**config.mk**
```make
export PLATFORM = sky130hd
export DESIGN_NAME = gnn_load_multi
export DESIGN_NICKNAME = d
export VERILOG_FILES = /design/src/rtl/gnn_load_multi.sv
export SDC_FILE = /design/constraint.sdc
export NUM_CORES = 1
export LEC_CHECK = 0
export ABC_AREA = 1
export CORE_AREA = 10 10 504 506
export DETAILED_ROUTE_END_ITERATION = 7
export DIE_AREA = 0 0 514 516
export PLACE_DENSITY = 0.3
export SKIP_CTS_REPAIR_TIMING = 1
export SLEW_MARGIN = 20
export SYNTH_ARGS = -nofsm -noshare
export SYNTH_HDL_FRONTEND = slang
export SYNTH_SLANG_ARGS = --single-unit
```
**constraint.sdc**
```tcl
create_clock -name kernel_clk -period 2.8 [get_ports kernel_clk]
set_clock_uncertainty 0.2 [all_clocks]
set_input_delay 0.56 -clock kernel_clk [delete_from_list [all_inputs] [get_ports kernel_clk]]
set_output_delay 0.56 -clock kernel_clk [all_outputs]
set_load 0.02 [all_outputs]
```
**src/rtl/gnn_load_multi.sv**
```systemverilog
// ---------------------------------------------------------------------------
// gnn_load_multi
//
// DRAM-to-on-chip-buffer load unit for the GNN kernel. A 96-bit load
// instruction is decoded when ap_start is accepted. One DRAM read request is
// then issued to the AXI read master. The returned beat stream is written to
// one of NUM_BUF on-chip buffers, which is selected by a one-hot group field.
//
// Instruction fields:
//   [NUM_BUF-1:0] group (one-hot buffer select; bits [31:NUM_BUF] must be 0)
//   [47:32]       buf_start  first buffer word address
//   [63:48]       buf_len    number of beats to write
//   [79:64]       dram_start DRAM start, added to ctrl_addr_offset
//   [95:80]       dram_bytes transfer size in bytes
//
// Ports:
//   kernel_clk, kernel_rst      clock, synchronous active-high reset
//   ap_start / ap_done          start request (IDLE only) / one-cycle done pulse
//   ctrl_addr_offset            DRAM base address
//   ctrl_instruction            load instruction
//   dram_xfer_start_addr/size   read request parameters, stable after issue
//   read_start / read_done      request pulse to / completion from read master
//   data_tvalid/tready/tlast/tdata  returned beat stream
//   buf_wr_valid/addr/data      one-hot buffer write port (shared addr/data)
//   load_err                    sticky error, cleared by the next accepted start
//
// Optional build macro GNN_LOAD_PERF_CNT_EN adds a 32-bit output perf_cycles.
// perf_cycles counts the busy cycles of the latest load and saturates at
// all-ones.
// ---------------------------------------------------------------------------
module gnn_load_multi #(
  parameter int LOAD_INST_LENGTH   = 96,
  parameter int C_M_AXI_ADDR_WIDTH = 64,
  parameter int C_M_AXI_DATA_WIDTH = 512,
  parameter int C_XFER_SIZE_WIDTH  = 32,
  parameter int NUM_BUF            = 5,
  parameter int BUF_ADDR_W         = 11
) (
  input  logic                          kernel_clk,
  input  logic                          kernel_rst,
  input  logic                          ap_start,
  output logic                          ap_done,
  input  logic [C_M_AXI_ADDR_WIDTH-1:0] ctrl_addr_offset,
  input  logic [LOAD_INST_LENGTH-1:0]   ctrl_instruction,
  output logic [C_M_AXI_ADDR_WIDTH-1:0] dram_xfer_start_addr,
  output logic [C_XFER_SIZE_WIDTH-1:0]  dram_xfer_size_in_bytes,
  output logic                          read_start,
  input  logic                          read_done,
  input  logic                          data_tvalid,
  output logic                          data_tready,
  input  logic                          data_tlast,
  input  logic [C_M_AXI_DATA_WIDTH-1:0] data_tdata,
  output logic [NUM_BUF-1:0]            buf_wr_valid,
  output logic [BUF_ADDR_W-1:0]         buf_wr_addr,
  output logic [C_M_AXI_DATA_WIDTH-1:0] buf_wr_data,
`ifdef GNN_LOAD_PERF_CNT_EN
  output logic [31:0]                   perf_cycles,
`endif
  output logic                          load_err
);

  typedef enum logic [2:0] {
    ST_IDLE,
    ST_ISSUE,
    ST_STREAM,
    ST_DRAIN,
    ST_DONE
  } state_t;

  state_t state_q, state_d;

  logic [NUM_BUF-1:0]            group_q, group_d;
  logic [15:0]                   buf_start_q, buf_start_d;
  logic [15:0]                   buf_len_q, buf_len_d;
  logic [15:0]                   count_q, count_d;
  logic [C_M_AXI_ADDR_WIDTH-1:0] xfer_addr_q, xfer_addr_d;
  logic [C_XFER_SIZE_WIDTH-1:0]  xfer_size_q, xfer_size_d;
  logic                          rd_done_q, rd_done_d;
  logic                          err_q, err_d;
  logic [NUM_BUF-1:0]            wr_valid_q, wr_valid_d;
  logic [BUF_ADDR_W-1:0]         wr_addr_q, wr_addr_d;
  logic [C_M_AXI_DATA_WIDTH-1:0] wr_data_q, wr_data_d;

  // Instruction decode of the group field. A legal group has exactly one bit
  // set, and no reserved bits above the channel count are set.
  logic [NUM_BUF-1:0] inst_group;
  logic               group_onehot;
  logic               group_hi_set;
  logic               group_ok;
  logic [15:0]        addr_sum;
  logic               last_beat;

  assign inst_group   = ctrl_instruction[NUM_BUF-1:0];
  assign group_onehot = (inst_group != '0) &&
                        ((inst_group & (inst_group - NUM_BUF'(1))) == '0);
  assign group_hi_set = |ctrl_instruction[31:NUM_BUF];
  assign group_ok     = group_onehot && !group_hi_set;

  // The buffer address wraps silently, because only the low BUF_ADDR_W bits
  // of the 16-bit sum are kept.
  assign addr_sum  = buf_start_q + count_q;
  assign last_beat = (count_q == (buf_len_q - 16'd1));

  // Next-state and datapath logic. Everything holds by default, and the
  // write strobe drops unless a beat is accepted in this cycle.
  always_comb begin
    state_d     = state_q;
    group_d     = group_q;
    buf_start_d = buf_start_q;
    buf_len_d   = buf_len_q;
    count_d     = count_q;
    xfer_addr_d = xfer_addr_q;
    xfer_size_d = xfer_size_q;
    rd_done_d   = rd_done_q;
    err_d       = err_q;
    wr_valid_d  = '0;
    wr_addr_d   = wr_addr_q;
    wr_data_d   = wr_data_q;
    read_start  = 1'b0;
    data_tready = 1'b0;
    ap_done     = 1'b0;

    case (state_q)
      ST_IDLE: begin
        if (ap_start) begin
          group_d     = inst_group;
          buf_start_d = ctrl_instruction[47:32];
          buf_len_d   = ctrl_instruction[63:48];
          xfer_addr_d = ctrl_addr_offset +
                        C_M_AXI_ADDR_WIDTH'(ctrl_instruction[79:64]);
          xfer_size_d = C_XFER_SIZE_WIDTH'(ctrl_instruction[95:80]);
          count_d     = '0;
          rd_done_d   = 1'b0;
          err_d       = 1'b0;
          if (!group_ok) begin
            err_d   = 1'b1;
            state_d = ST_DONE;
          end else if (ctrl_instruction[63:48] == 16'd0) begin
            state_d = ST_DONE;
          end else begin
            state_d = ST_ISSUE;
          end
        end
      end

      ST_ISSUE: begin
        read_start = 1'b1;
        if (read_done) rd_done_d = 1'b1;
        state_d = ST_STREAM;
      end

      ST_STREAM: begin
        data_tready = 1'b1;
        if (read_done) rd_done_d = 1'b1;
        if (data_tvalid) begin
          wr_valid_d = group_q;
          wr_addr_d  = addr_sum[BUF_ADDR_W-1:0];
          wr_data_d  = data_tdata;
          count_d    = count_q + 16'd1;
          // A tlast that arrives before the programmed length ends the
          // stream early and flags an error.
          if (last_beat) begin
            state_d = ST_DRAIN;
          end else if (data_tlast) begin
            err_d   = 1'b1;
            state_d = ST_DRAIN;
          end
        end
      end

      // The read master must report completion before ap_done. A read_done
      // seen in this cycle counts as well as the sticky flag.
      ST_DRAIN: begin
        if (read_done) rd_done_d = 1'b1;
        if (rd_done_q || read_done) state_d = ST_DONE;
      end

      ST_DONE: begin
        ap_done = 1'b1;
        state_d = ST_IDLE;
      end

      default: state_d = ST_IDLE;
    endcase
  end

  // State and datapath registers. A reset aborts any transfer in flight.
  always_ff @(posedge kernel_clk) begin
    if (kernel_rst) begin
      state_q     <= ST_IDLE;
      group_q     <= '0;
      buf_start_q <= '0;
      buf_len_q   <= '0;
      count_q     <= '0;
      xfer_addr_q <= '0;
      xfer_size_q <= '0;
      rd_done_q   <= 1'b0;
      err_q       <= 1'b0;
      wr_valid_q  <= '0;
      wr_addr_q   <= '0;
      wr_data_q   <= '0;
    end else begin
      state_q     <= state_d;
      group_q     <= group_d;
      buf_start_q <= buf_start_d;
      buf_len_q   <= buf_len_d;
      count_q     <= count_d;
      xfer_addr_q <= xfer_addr_d;
      xfer_size_q <= xfer_size_d;
      rd_done_q   <= rd_done_d;
      err_q       <= err_d;
      wr_valid_q  <= wr_valid_d;
      wr_addr_q   <= wr_addr_d;
      wr_data_q   <= wr_data_d;
    end
  end

`ifdef GNN_LOAD_PERF_CNT_EN
  logic [31:0] perf_q, perf_d;

  // Busy-cycle counter: it restarts on an accepted start, counts outside
  // IDLE, and holds at all-ones instead of wrapping.
  always_comb begin
    perf_d = perf_q;
    if (state_q == ST_IDLE) begin
      if (ap_start) perf_d = '0;
    end else if (perf_q != '1) begin
      perf_d = perf_q + 32'd1;
    end
  end

  always_ff @(posedge kernel_clk) begin
    if (kernel_rst) perf_q <= '0;
    else            perf_q <= perf_d;
  end

  assign perf_cycles = perf_q;
`endif

  assign dram_xfer_start_addr    = xfer_addr_q;
  assign dram_xfer_size_in_bytes = xfer_size_q;
  assign buf_wr_valid            = wr_valid_q;
  assign buf_wr_addr             = wr_addr_q;
  assign buf_wr_data             = wr_data_q;
  assign load_err                = err_q;

endmodule

```
==> run_summary.xml, run 1 <==
<?xml version="1.0" encoding="UTF-8"?>
<metrics>
  <group name="floorplanning">
    <metric name="core" unit="mm2">0.2443</metric>
    <metric name="die_width" unit="um">514</metric>
    <metric name="floorplan.die.height" unit="um">516</metric>
    <metric name="io_pins" unit="">1306</metric>
    <metric name="initial_utilization" unit="%">11.09</metric>
    <metric name="die_area" unit="mm2">0.2652</metric>
    <metric name="floorplan.rows" unit="">182</metric>
  </group>
  <group name="setup_path">
    <metric name="worstPathArrival" unit="ns">1.97</metric>
    <metric name="timing.critical_path.slowest_stage_cell" unit="">clkdlybuf4s50_1</metric>
    <metric name="timing.rr.start" unit="">state_q[1]$_SDFFE_PP0P_</metric>
    <metric name="path_max_fanout" unit="">2</metric>
    <metric name="critPathMaxStageDelay" unit="ns">0.69</metric>
    <metric name="worst_setup_path_end_kind" unit="">output port</metric>
    <metric name="worstPathCellList" unit="">clkdlybuf4s50_1</metric>
    <metric name="timing.critical_path.from" unit="">buf_wr_data[177]$_SDFFE_PP0P_</metric>
    <metric name="cp_num_buf_inv" unit="">1</metric>
    <metric name="required" unit="ns">2.04</metric>
    <metric name="timing_worst_setup_path_type" unit="">register to output port</metric>
    <metric name="setup.worst_path.start_class" unit="">register</metric>
    <metric name="timing.critical_path.max_delay_family" unit="">buffers and inverters</metric>
  </group>
  <group name="hold_path">
    <metric name="hold_start" unit="">data_tdata[123]</metric>
    <metric name="path_type_of_the_worst_min_delay_path" unit="">input port to register</metric>
  </group>
  <group name="cts">
    <metric name="clockBufferDepth" unit="">3</metric>
    <metric name="cts_htree_levels" unit="">3</metric>
    <metric name="tritoncts" unit="">yes</metric>
    <metric name="cts_buffers" unit="">100</metric>
    <metric name="clock_insertion_delay_worst_skew" unit="ns">0.73</metric>
    <metric name="root_buffer" unit="">clkbuf_16</metric>
    <metric name="tritoncts_num_sinks" unit="">661</metric>
    <metric name="clk_pin_slew" unit="ns">0.06</metric>
  </group>
  <group name="placement">
    <metric name="gp_congestion" unit="">0.8694</metric>
    <metric name="numPortBuffers" unit="">1284</metric>
    <metric name="placed_area" unit="mm2">0.04567</metric>
    <metric name="post_detail_place_hpwl" unit="um">192600</metric>
  </group>
  <group name="pwr">
    <metric name="power_share_of_the_clock_group" unit="%">31.6</metric>
    <metric name="p_per_area" unit="mW/mm2">861.9</metric>
    <metric name="p_sw_share" unit="%">39.11</metric>
    <metric name="cellLeakagePower" unit="nW">20.36</metric>
    <metric name="worst_ir_drop_vdd" unit="mV">0.4548</metric>
    <metric name="finalPower" unit="mW">42.39</metric>
    <metric name="pwr-share-seq" unit="%">30.3</metric>
    <metric name="power.net_switching" unit="mW">16.58</metric>
    <metric name="power_report.internal_total" unit="mW">25.81</metric>
    <metric name="fraction_of_power_consumed_by_combinational_cells" unit="%">38.1</metric>
  </group>
  <group name="global_routing">
    <metric name="grtUsageTotal" unit="%">16.40</metric>
    <metric name="grt_antenna_before_repair" unit="">207</metric>
    <metric name="grt_remaining_overflow" unit="">0</metric>
    <metric name="grt_pass1_vias" unit="">30910</metric>
    <metric name="largest_net_degree_at_the_start_of_global_routing" unit="">125</metric>
    <metric name="first_pass_grt_wire_length" unit="um">297900</metric>
  </group>
  <group name="synth">
    <metric name="synth_compound_gate_area_share" unit="%">15.03</metric>
    <metric name="synth.most_common_cell" unit="">nor2_1</metric>
    <metric name="synth.mux.area_fraction" unit="%">0</metric>
    <metric name="ys.warnings.count" unit="">0</metric>
    <metric name="synth_edf_count" unit="">0</metric>
    <metric name="synthTopCellsByArea" unit="">dfxtp_1 (49%), nor2_1 (16%), o21ai_0 (7.9%)</metric>
    <metric name="synth_cell_type_count" unit="">56</metric>
    <metric name="synth-xor-area-share" unit="%">1.131</metric>
    <metric name="synthDominantCellAreaShare" unit="%">48.83</metric>
    <metric name="synthSimpleGateAreaFrac" unit="%">26.25</metric>
    <metric name="syn_avg_cell_area" unit="um2">7.411</metric>
    <metric name="syn_area" unit="mm2">0.02710</metric>
    <metric name="synth_top_family_by_area" unit="">simple AND/OR/NAND/NOR gates</metric>
    <metric name="post-synth-top-area-cell" unit="">dfxtp_1</metric>
    <metric name="post_synth_fa_ha_maj_area_fraction" unit="%">1.440</metric>
    <metric name="netlist_top_cells_count" unit="">nor2_1 (1149), dfxtp_1 (661), o21ai_0 (430)</metric>
    <metric name="post_synth_inst_count" unit="">3657</metric>
    <metric name="postSynth.topFlopCell" unit="">dfxtp_1</metric>
    <metric name="post_synthesis_sequential_area_ratio" unit="%">48.83</metric>
    <metric name="async_reset_ff_share" unit="%">0</metric>
    <metric name="ys_seq_elements" unit="">661</metric>
  </group>
  <group name="layout">
    <metric name="fin_area" unit="mm2">0.04918</metric>
    <metric name="design.final.nets" unit="">5855</metric>
    <metric name="fillerInstances" unit="">27410</metric>
    <metric name="syn2layout_area_growth" unit="%">81.47</metric>
    <metric name="ratio_of_cells_with_drive_above_1_in_the_final_layout" unit="%">10.39</metric>
  </group>
  <group name="routing">
    <metric name="routed_wire_length_per_instance" unit="um">27.14</metric>
    <metric name="dr_total_vias" unit="">31110</metric>
    <metric name="routed_wl" unit="um">229800</metric>
    <metric name="final_antenna_net_count" unit="">0</metric>
    <metric name="dr.pass1.iters" unit="">5</metric>
    <metric name="drt-initial-drc-count" unit="">1714</metric>
    <metric name="drc" unit="">0</metric>
    <metric name="routed_via_density" unit="">3.673</metric>
  </group>
  <group name="sta">
    <metric name="worst_hold_slack" unit="ns">0.1807</metric>
    <metric name="setup_tns" unit="ns">0</metric>
    <metric name="timing_max_transition_violations_final" unit="">0</metric>
    <metric name="relSlewSlack" unit="%">46.94</metric>
    <metric name="tightestPinTransition" unit="ns">0.7959</metric>
    <metric name="period_utilization_post_route" unit="%">97.67</metric>
    <metric name="hold_viol" unit="">0</metric>
    <metric name="fmaxAchievable" unit="GHz">0.3656</metric>
    <metric name="finalSetupViolCount" unit="">0</metric>
    <metric name="finalCriticalPeriod" unit="ns">2.735</metric>
  </group>
  <group name="run">
    <metric name="timing.max_cap.violations" unit="">0</metric>
  </group>
  <group name="status">
    <metric name="run_status" unit="">complete, no violations</metric>
  </group>
</metrics>
[final timing paths]
kind	depth (start not counted)	endpoint	slack [ns]
worst min register to register	2	buf_wr_valid[4]$_SDFF_PP0_	0.24
worst max register to register	9	buf_wr_data[32]$_SDFFE_PP0P_	0.27
worst max-delay path	1	buf_wr_data[177]	0.07
worst min-delay path	3	buf_wr_data[123]$_SDFFE_PP0P_	0.18
[area by class of cell]
class | count | area, um2 | share of cell area [%]
clock buffers | 138 | 2815 | 5.724
well taps | 3220 | 4029 | 8.192
diodes | 29 | 72.57 | 0.1475
inverters | 213 | 814.5 | 1.656
flip-flops and latches | 661 | 13240 | 26.91
repair buffers | 1592 | 15690 | 31.89
clock inverters | 36 | 581.8 | 1.183
multi-input cells | 2579 | 11950 | 24.30
[sequential cells by signal, indices dropped and copies added (netlist names), 3 cells and up]
register,cells
buf_len_q,16
buf_start_q,11
buf_wr_addr,11
buf_wr_data,512
buf_wr_valid,5
count_q,16
dram_xfer_size_in_bytes,16
dram_xfer_start_addr,64
group_q,5
state_q,3
[cells by family (layout without fill, tap and decap cells)]
family | after synthesis | count (layout)
AND/OR/NAND/NOR | 1748 | 1748
AO/OA/AOI/OAI | 750 | 750
flip-flops | 661 | 661
buffers and inverters | 432 | 1979
XOR/XNOR | 35 | 35
adder cells (fa/ha/maj) | 30 | 30
other | 1 | 45
[metrics by stage]
step                      util [%]  setup WS, ns  std cells
after global placement       18.69       -0.5165       8265
after CTS                    20.08       -0.5001       8439
after global routing         20.11   -0.00005684       8447
after detailed placement     18.69       -0.4714       8265
after floorplan                  -        0.3595       3672
final                        20.13       0.06510       8468
[layer usage]
layer | wire length (um) | part of all wire (%) | vias to the layer above | track usage, %
met5 | 620 | 0.27 | - | 0
met4 | 5846 | 2.5 | 102 | 3.452
met3 | 26340 | 11 | 427 | 8.296
met2 | 106100 | 46 | 1335 | 27.33
met1 | 90830 | 40 | 14400 | 18.84
li1 | - | - | 14850 | -
[layout by cell type, fill, tap and decap left out, drive strengths merged, types with 3 or more instances in the layout]
cell,netlist,routed
clkdlybuf4s50,0,1256
nor2,1161,1161
dfxtp,661,661
o21ai,595,595
nand2,381,381
buf,130,319
inv,212,215
clkbuf,89,139
nand3,101,101
a21oi,68,68
nor3,32,32
diode,0,29
ha,28,28
xor2,27,27
a22o,27,27
nor4,24,24
clkinv,1,20
nand4,19,19
conb,1,16
dlymetal6s2s,0,16
o21a,14,14
nand3b,13,13
or2,13,13
o211ai,12,12
bufinv,0,10
o21bai,9,9
xnor2,8,8
o22ai,6,6
a32o,5,5
clkinvlp,0,4
a21o,3,3
a21boi,3,3
[power by group through the flow]
stage / Combinational, mW / Clock, mW / Sequential, mW
finish: 16.2 / 13.4 / 12.8
global route: 17.5 / 14.3 / 13.1
global placement: 16.6 / 0 / 13.0
CTS: 16.7 / 14.0 / 12.9
floorplan: 4.94 / 0 / 14.8
detailed placement: 16.6 / 0 / 13.0
Power figures use the tool's default switching activity.
==> run 2, diff against run 1 <==
--- a/config.mk
+++ b/config.mk
@@ -6,9 +6,9 @@
 export NUM_CORES = 1
 export LEC_CHECK = 0
 export ABC_AREA = 1
-export CORE_AREA = 10 10 504 506
+export CORE_AREA = 10 10 501 503
 export DETAILED_ROUTE_END_ITERATION = 7
-export DIE_AREA = 0 0 514 516
+export DIE_AREA = 0 0 511 513
 export PLACE_DENSITY = 0.3
 export SKIP_CTS_REPAIR_TIMING = 1
 export SLEW_MARGIN = 20
==> constraint.sdc (replaced) <==
create_clock -name kernel_clk -period 3.5 [get_ports kernel_clk]
set_clock_uncertainty 0.2 [all_clocks]
set_input_delay 0.7 -clock kernel_clk [delete_from_list [all_inputs] [get_ports kernel_clk]]
set_output_delay 0.7 -clock kernel_clk [all_outputs]
set_load 0.02 [all_outputs]
==> run 2 against run 1 <==
  * Sequential share of layout area increased by 1.1 points
  * Critical path type unchanged
  * Critical endpoint is now ap_done
  * Largest cell class unchanged
  * Die area decreased by 1.2%
  * First-iteration DRC count increased by 2.8%
  * Count of clock-buffer cells in the layout increased by 6
  * Register-to-register slack improved by 0.64 ns
  * Sequential power decreased by 21%
  * Highest routed layer unchanged
  * Cell area decreased by 3.9%
  * Non-clock buffer count decreased by 203
  * Via count decreased by 2.8%
  * Global-route usage decreased by 0.17 points
  * Utilization decreased by 0.46 points
  * Combinational power decreased by 23%
==> run_summary.xml, run 2 (same netlist as run 1, synthesis figures left out) <==
<?xml version="1.0" encoding="UTF-8"?>
<metrics>
  <group name="status">
    <metric name="run_status" unit="">complete, no violations</metric>
  </group>
  <group name="hold_path">
    <metric name="path_type_of_the_worst_min_delay_path" unit="">register to register</metric>
    <metric name="hold_start" unit="">group_q[2]$_SDFFE_PP0P_</metric>
  </group>
  <group name="sta">
    <metric name="rsz0062_at_grt" unit="">false</metric>
    <metric name="finalSetupViolCount" unit="">0</metric>
    <metric name="hold_viol" unit="">0</metric>
    <metric name="finalCriticalPeriod" unit="ns">3.337</metric>
    <metric name="period_utilization_post_route" unit="%">95.34</metric>
    <metric name="worst_hold_slack" unit="ns">0.2438</metric>
    <metric name="fmaxAchievable" unit="GHz">0.2997</metric>
    <metric name="timing_max_transition_violations_final" unit="">0</metric>
    <metric name="tightestPinTransition" unit="ns">0.8560</metric>
    <metric name="relSlewSlack" unit="%">42.93</metric>
  </group>
  <group name="routing">
    <metric name="routed_wire_length_per_instance" unit="um">27.33</metric>
    <metric name="dr.pass1.iters" unit="">5</metric>
    <metric name="routed_via_density" unit="">3.677</metric>
    <metric name="drc" unit="">0</metric>
    <metric name="final_antenna_net_count" unit="">0</metric>
    <metric name="drt-initial-drc-count" unit="">1762</metric>
    <metric name="routed_wl" unit="um">224700</metric>
    <metric name="dr_total_vias" unit="">30230</metric>
  </group>
  <group name="pwr">
    <metric name="finalPower" unit="mW">32.99</metric>
    <metric name="p_per_area" unit="mW/mm2">698.2</metric>
    <metric name="worst_ir_drop_vdd" unit="mV">0.3790</metric>
    <metric name="cellLeakagePower" unit="nW">18.96</metric>
  </group>
  <group name="setup_path">
    <metric name="worst_setup_path_end_kind" unit="">output port</metric>
    <metric name="cp_num_buf_inv" unit="">2</metric>
    <metric name="timing.critical_path.slowest_stage_cell" unit="">clkdlybuf4s50_1</metric>
    <metric name="critPathMaxStageDelay" unit="ns">0.98</metric>
    <metric name="worstPathArrival" unit="ns">2.44</metric>
    <metric name="timing.rr.start" unit="">state_q[1]$_SDFFE_PP0P_</metric>
    <metric name="timing_worst_setup_path_type" unit="">register to output port</metric>
    <metric name="timing.critical_path.from" unit="">state_q[2]$_SDFFE_PP0P_</metric>
    <metric name="worstPathCellList" unit="">inv_1, nor2_1, clkdlybuf4s50_1</metric>
    <metric name="timing.reg2reg.setup_slack" unit="ns">0.91</metric>
    <metric name="setup.worst_path.start_class" unit="">register</metric>
    <metric name="required" unit="ns">2.60</metric>
    <metric name="path_max_fanout" unit="">4</metric>
    <metric name="timing.critical_path.max_delay_family" unit="">buffers and inverters</metric>
  </group>
  <group name="cts">
    <metric name="cts_htree_levels" unit="">3</metric>
    <metric name="root_buffer" unit="">clkbuf_16</metric>
    <metric name="clock_insertion_delay_worst_skew" unit="ns">0.72</metric>
    <metric name="cts_buffers" unit="">96</metric>
    <metric name="clk_pin_slew" unit="ns">0.06</metric>
    <metric name="tritoncts" unit="">yes</metric>
    <metric name="tritoncts_num_sinks" unit="">661</metric>
    <metric name="clockBufferDepth" unit="">3</metric>
  </group>
  <group name="floorplanning">
    <metric name="io_pins" unit="">1306</metric>
    <metric name="die_width" unit="um">511</metric>
    <metric name="floorplan.die.height" unit="um">513</metric>
    <metric name="initial_utilization" unit="%">11.28</metric>
    <metric name="floorplan.rows" unit="">180</metric>
    <metric name="die_area" unit="mm2">0.2621</metric>
    <metric name="core" unit="mm2">0.2403</metric>
  </group>
  <group name="placement">
    <metric name="numPortBuffers" unit="">1284</metric>
    <metric name="post_detail_place_hpwl" unit="um">185900</metric>
    <metric name="placed_area" unit="mm2">0.04390</metric>
    <metric name="gp_congestion" unit="">0.8747</metric>
  </group>
  <group name="layout">
    <metric name="mostFrequentLayoutCell" unit="">clkdlybuf4s50_1</metric>
    <metric name="design.final.nets" unit="">5648</metric>
    <metric name="largest_reg_flops" unit="">512</metric>
    <metric name="syn2layout_area_growth" unit="%">74.36</metric>
    <metric name="final_cell_mix" unit="">clkdlybuf4s50_1 (1284), nor2_1 (1149), dfxtp_1 (661)</metric>
    <metric name="ratio_of_cells_with_drive_above_1_in_the_final_layout" unit="%">6.325</metric>
    <metric name="fin_area" unit="mm2">0.04726</metric>
  </group>
  <group name="run">
    <metric name="timing.max_cap.violations" unit="">0</metric>
  </group>
  <group name="global_routing">
    <metric name="first_pass_grt_wire_length" unit="um">292500</metric>
    <metric name="largest_net_degree_at_the_start_of_global_routing" unit="">143</metric>
    <metric name="grt_antenna_before_repair" unit="">185</metric>
    <metric name="grt_remaining_overflow" unit="">0</metric>
    <metric name="grtUsageTotal" unit="%">16.23</metric>
    <metric name="grt_pass1_vias" unit="">30210</metric>
  </group>
</metrics>
## run 2: changes by cell type in the layout (fill, tap and decap cells not counted), moves of 4 or more
cell / delta
clkdlybuf4s50_1: +28
diode_2: -6
buf_12: -19
clkinv_2: -5
dlymetal6s2s_1: -16
clkbuf_16: -4
buf_4: -195
clkbuf_8: +7
## run 2: path summary, 6_finish.rpt
check                                   to  depth (start not counted)
max                                ap_done                          3
min             buf_wr_valid[2]$_SDFF_PP0_                          2
max reg2reg  buf_wr_data[188]$_SDFFE_PP0P_                          8
min reg2reg     buf_wr_valid[2]$_SDFF_PP0_                          2
## run 2: report_power, final
part           total, mW  switching (mW)  internal [mW]
clock network       10.4            4.25           6.17
logic               12.4            7.71           4.73
registers           10.1           0.969           9.17
total               33.0            12.9           20.1
## run 2: cell type report
class                   instances  area (um2)
diodes                         23       57.56
clock buffers                 144        2823
clock inverters                26       480.5
fillers                     26960      193000
inverters                     213       814.5
multi-input cells            2579       11950
flip-flops and latches        661       13230
well taps                    3185        3985
repair buffers               1389       13920
## run 2: per-layer routing
layer,vias to the layer above,share of wire [%],global-route usage (%)
met4,90,2.2,2.660
met1,14060,40,18.90
met5,-,0.25,0
met2,1277,46,27.23
li1,14410,-,-
met3,388,11,7.963
## run 2: tightest hold or removal path, stage by stage, from the launching register on
cell	delay, ns
dfxtp_1	0.30
inv_1	0.06
nor2_1	0.04
## run 2: per-stage QoR
stage               setup slack [ns]  setup TNS, ns  util (%)  instances
floorplan                     0.9195              0         -       3672
global placement            -0.03564       -0.03564     18.27       8027
detailed placement           0.03461              0     18.27       8027
CTS                          0.06535              0     19.64       8197
global route                 0.04334              0     19.65       8201
finish                        0.1631              0     19.67       8220
